File: src/rtl/sample_loader.sv
// Purpose: loads interleaved (x,y) byte pairs from a valid/ready stream into the 64x8 sample memory.
// Latency: a byte accepted at edge k is driven on the memory port in cycle k+1; done pulses 2 cycles after the last accept.
// Backpressure: in_ready depends on FSM state only; in_valid=0 stalls the load indefinitely.
// Ports: clk/rst_n; start/n_pairs/abort control; in_valid/in_data/in_ready stream;
//        mem_data/mem_addr/mem_wr memory write port; busy/done/err/count status.
module sample_loader #(
    parameter int DATA_W = 8,
    parameter int ADDR_W = 6,
    parameter int N_MAX  = 32,
    parameter int Y_BASE = 32
) (
    input  logic              clk,
    input  logic              rst_n,
    input  logic              start,
    input  logic [ADDR_W-1:0] n_pairs,
    input  logic              abort,
    input  logic              in_valid,
    input  logic [DATA_W-1:0] in_data,
    output logic              in_ready,
    output logic [DATA_W-1:0] mem_data,
    output logic [ADDR_W-1:0] mem_addr,
    output logic              mem_wr,
    output logic              busy,
    output logic              done,
    output logic              err,
    output logic [ADDR_W-1:0] count
);

    typedef enum logic [2:0] {
        S_IDLE,
        S_LOAD_X,
        S_LOAD_Y,
        S_FLUSH,
        S_DONE
    } state_t;

    localparam logic [ADDR_W-1:0] Y_BASE_A = ADDR_W'(Y_BASE);
    localparam logic [ADDR_W:0]   N_MAX_W  = (ADDR_W+1)'(N_MAX);

    state_t            state;
    logic [ADDR_W-1:0] idx;
    logic [ADDR_W-1:0] n_lat;
    logic              n_bad;

    // One extra bit so N_MAX itself is representable in the comparison.
    assign n_bad    = (n_pairs == '0) || ({1'b0, n_pairs} > N_MAX_W);
    assign in_ready = (state == S_LOAD_X) || (state == S_LOAD_Y);
    assign busy     = (state != S_IDLE);

    always_ff @(posedge clk or negedge rst_n) begin
        if (!rst_n) begin
            state    <= S_IDLE;
            idx      <= '0;
            n_lat    <= '0;
            mem_wr   <= 1'b0;
            mem_addr <= '0;
            mem_data <= '0;
            done     <= 1'b0;
            err      <= 1'b0;
            count    <= '0;
        end else begin
            // Pulse outputs default low; address/data hold their last value.
            mem_wr <= 1'b0;
            done   <= 1'b0;
            err    <= 1'b0;
            case (state)
                S_IDLE: begin
                    if (start) begin
                        if (n_bad) begin
                            err <= 1'b1;
                        end else begin
                            n_lat <= n_pairs;
                            idx   <= '0;
                            count <= '0;
                            state <= S_LOAD_X;
                        end
                    end
                end
                S_LOAD_X: begin
                    // Abort wins over a byte arriving on the same edge: it is dropped.
                    if (abort) begin
                        state <= S_IDLE;
                    end else if (in_valid) begin
                        mem_wr   <= 1'b1;
                        mem_addr <= idx;
                        mem_data <= in_data;
                        state    <= S_LOAD_Y;
                    end
                end
                S_LOAD_Y: begin
                    if (abort) begin
                        state <= S_IDLE;
                    end else if (in_valid) begin
                        mem_wr   <= 1'b1;
                        mem_addr <= Y_BASE_A + idx;
                        mem_data <= in_data;
                        count    <= idx + 1'b1;
                        if (idx == n_lat - 1'b1) begin
                            state <= S_FLUSH;
                        end else begin
                            idx   <= idx + 1'b1;
                            state <= S_LOAD_X;
                        end
                    end
                end
                S_FLUSH: begin
                    // Final y write is on the memory port now; done lands the cycle after.
                    done  <= 1'b1;
                    state <= S_DONE;
                end
                S_DONE: begin
                    state <= S_IDLE;
                end
                default: begin
                    state <= S_IDLE;
                end
            endcase
        end
    end

endmodule

File: config.mk
export PLATFORM = sky130hd
export DESIGN_NAME = sample_loader
export DESIGN_NICKNAME = d
export VERILOG_FILES = /design/src/rtl/sample_loader.sv
export SDC_FILE = /design/constraint.sdc
export NUM_CORES = 1
export LEC_CHECK = 0
export ABC_CLOCK_PERIOD_IN_PS = 4300
export CAP_MARGIN = 10
export CORE_AREA = 2 2 60 68
export CTS_BUF_LIST = sky130_fd_sc_hd__clkbuf_8
export DETAILED_ROUTE_END_ITERATION = 10
export DIE_AREA = 0 0 62 70
export PLACE_DENSITY = 0.87
export RECOVER_POWER = 100
export SKIP_CTS_REPAIR_TIMING = 1
export SYNTH_ARGS = -nofsm -noshare
export SYNTH_HDL_FRONTEND = slang
export SYNTH_SLANG_ARGS = --single-unit
File: constraint.sdc
create_clock -name clk -period 4.3 [get_ports clk]
set_input_delay 0.645 -clock clk [delete_from_list [all_inputs] [get_ports clk]]
set_output_delay 0.645 -clock clk [all_outputs]
set_load 0.02 [all_outputs]
==> reports/results.ini <==
[power]
p_leak_nw = 1.20
power_density_nw_per_um2 = 461
p_total_mw = 1.15
peakVddDrop_uv = 200

[floorplan]
die-area_um2 = 4340
rows = 24
die_h_um = 70
ioPinCount = 44
die_x_um = 62
core_area_um2 = 3750
start_util = 0.514

[yosys]
synth_cells = 183
yosysWarnings = 0
yosysUniqueCellTypes = 44
synth_seq_area_share = 0.493
avgSynthCellArea_um2 = 10.5
netlist_area_um2 = 1930
synth-seq-cells = 38
synthesis.nets = 204

[clocking]
cts_tree = yes
cts_buffer_depth = 2
clkTransAtPathRegs_ps = 70
cts_sinks = 38
root_buffer = clkbuf_8
clock_latency_ps = 290
cts_buffers = 5
htree_levels = 2

[drt]
vias = 1473
totalWireLength_mm = 3.95
drt-pass1-iter-count = 4
drtAntennaViolNets = 0
drtIter0Drc = 61
post-route-drc-count = 0
wire_per_inst_um = 14.2
vias_per_cell = 5.28

[final_layout]
drive_gt1_frac = 0.150
n_antenna_cell = 0
final_nets = 247
area_growth_pct = 29.1
layout_commonest_cell = dfrtp_1
mostFrequentLayoutCells = dfrtp_1, nand2_1, dlygate4sd3_1

[critical_path]
critPathBufInv = 1
reg2reg_to = idx[1]
critPathArrivalTime_ps = 3310
critPathKind = in2reg
end_kind = flip-flop
path_max_fanout = 6
slowest_delay_ps = 570
worstReg2RegStart = state[2]
path_cells = dlygate4sd3_1 -> or4_1 -> nor4_1 -> nor3_1 -> a21oi_1 -> mux2_2
slowest_stage = dlygate4sd3_1
cp_top_family = simple AND/OR/NAND/NOR gates
required_ps = 4480
cp-start-kind = input pin
rr_worst_depth = 5
ff2ff_setup_slack_ps = 1590

[global_route]
grt_max_degree = 39
grt_pass1_vias = 1456
antenna_found_initial = 0
grt-ovfl-total = 0
grt_usage = 0.204
grt_pass1_wl_mm = 6.66

[sta]
worstMarginPinSlew_ps = 1970
slew_violations = 39
clock.fmax_ghz = 0.319
setup_viol = 0
finalSetupTns_ps = 0
hold_viol = 0
min_period_over_period = 0.728
fin_skew_ps = 3.03
rsz0062_at_grt = false
fin_crit_ps = 3130
max-slew-margin-rel = -0.316

[hold_path]
hold_path_end = mem_data[0]
hp-class = reg2reg
min_from = mem_data[0]
whs_path_depth = 2

[job]
maxCapViolCount = 1

[placed_design]
routabilityCongestion = 0.796
port_buffers = 43
hpwl_mm = 2.79

[run_status]
run_status = complete, but fails checks
violations = max-capacitance violations, max-slew violations

[Yosys cell counts (all sizes together)]
cell type / count / area share
a21o: 2 / 0.0084
and2: 1 / 0.0039
buf: 3 / 0.012
or4: 1 / 0.0039
a211oi: 2 / 0.014
inv: 7 / 0.014
and3: 1 / 0.0032
o21ai: 7 / 0.018
nand2b: 1 / 0.0032
nor4b: 1 / 0.012
a221oi: 1 / 0.0045
clkinv: 1 / 0.0019
a21oi: 5 / 0.019
or3: 4 / 0.015
nor3b: 4 / 0.018
o31ai: 2 / 0.0078
nor4: 2 / 0.014
xnor2: 8 / 0.036
o31a: 1 / 0.0045
ha: 2 / 0.013
nand2: 36 / 0.070
o2bb2ai: 2 / 0.0091
nand3: 5 / 0.013
and3b: 3 / 0.016
or4b: 1 / 0.0071
clkbuf: 4 / 0.0084
xor2: 5 / 0.023
a21boi: 1 / 0.0039
nand3b: 2 / 0.0078
mux2: 14 / 0.082
dfrtp: 38 / 0.49
nor3: 5 / 0.016
or3b: 1 / 0.0045
nor2: 10 / 0.019
[sequential cells by signal (all words and copies together) (netlist names)]
name	cells
mem_wr	1
mem_addr	6
count	6
mem_data	8
idx	6
done	1
state	3
n_lat	6
err	1
[per-stage QoR]
step           setup WS (ps)  instance area, um^2  std cells   util  hold slack [ps]
5_1_grt                  945                 2490        279  0.663              493
4_1_cts                 1750                 2520        279  0.672              481
3_5_place_dp            1440                 2380        271  0.634              464
6_report                1170                 2490        279  0.663              473
3_3_place_gp            1480                 2380        271  0.634              456
2_1_floorplan           2000                 1930        183      -              349
[worst max-delay path by stage]
stage	startpoint	endpoint	slack, ps	cells after the start
after floorplan	n_pairs[0]	idx[0]	2000	5
after global placement	n_pairs[0]	idx[1]	1480	6
after detailed placement	n_pairs[0]	idx[0]	1440	6
after CTS	n_pairs[0]	idx[0]	1750	6
after global routing	n_pairs[3]	idx[0]	950	6
final	n_pairs[3]	idx[1]	1170	6
[cell families after synthesis]
logic type	after synthesis	share of synthesized area
compound gates	23	0.0896
xor+xnor	13	0.0591
fa+ha+maj	2	0.0130
buf+inv	15	0.0363
flops	38	0.493
mux	14	0.0818
simple gates	78	0.227
[power breakdown]
group          internal (mW)  total (mW)  switching [mW]  leakage (nW)
registers              0.416       0.464          0.0476         0.506
logic                  0.144       0.313           0.169         0.623
clock network          0.247       0.369           0.121        0.0714
[metal layers]
metal,vias up,GRT usage,share of wire
li1,709,-,-
met1,721,0.263,0.43
met2,38,0.325,0.51
met3,5,0.0519,0.044
met4,0,0.0709,0.013
met5,-,0,0
[layout make-up]
| class | count | area (um^2) |
|---|---|---|
| fillers | 294 | 1260 |
| flip-flops and latches | 38 | 951 |
| multi-input cells | 130 | 876 |
| repair buffers | 43 | 424 |
| clock buffers | 6 | 82.6 |
| well taps | 52 | 65.1 |
| clock inverters | 2 | 60.1 |
| inverters | 8 | 30.0 |
[worst register-to-register path, stage by stage (launching register included)]
cell and delay (ps):
dfrtp_1 480, or4b_4 610, nor4_1 420, nor3_1 210, a21oi_1 460, mux2_2 400
Note: power is estimated with default switching activity, not from simulation.
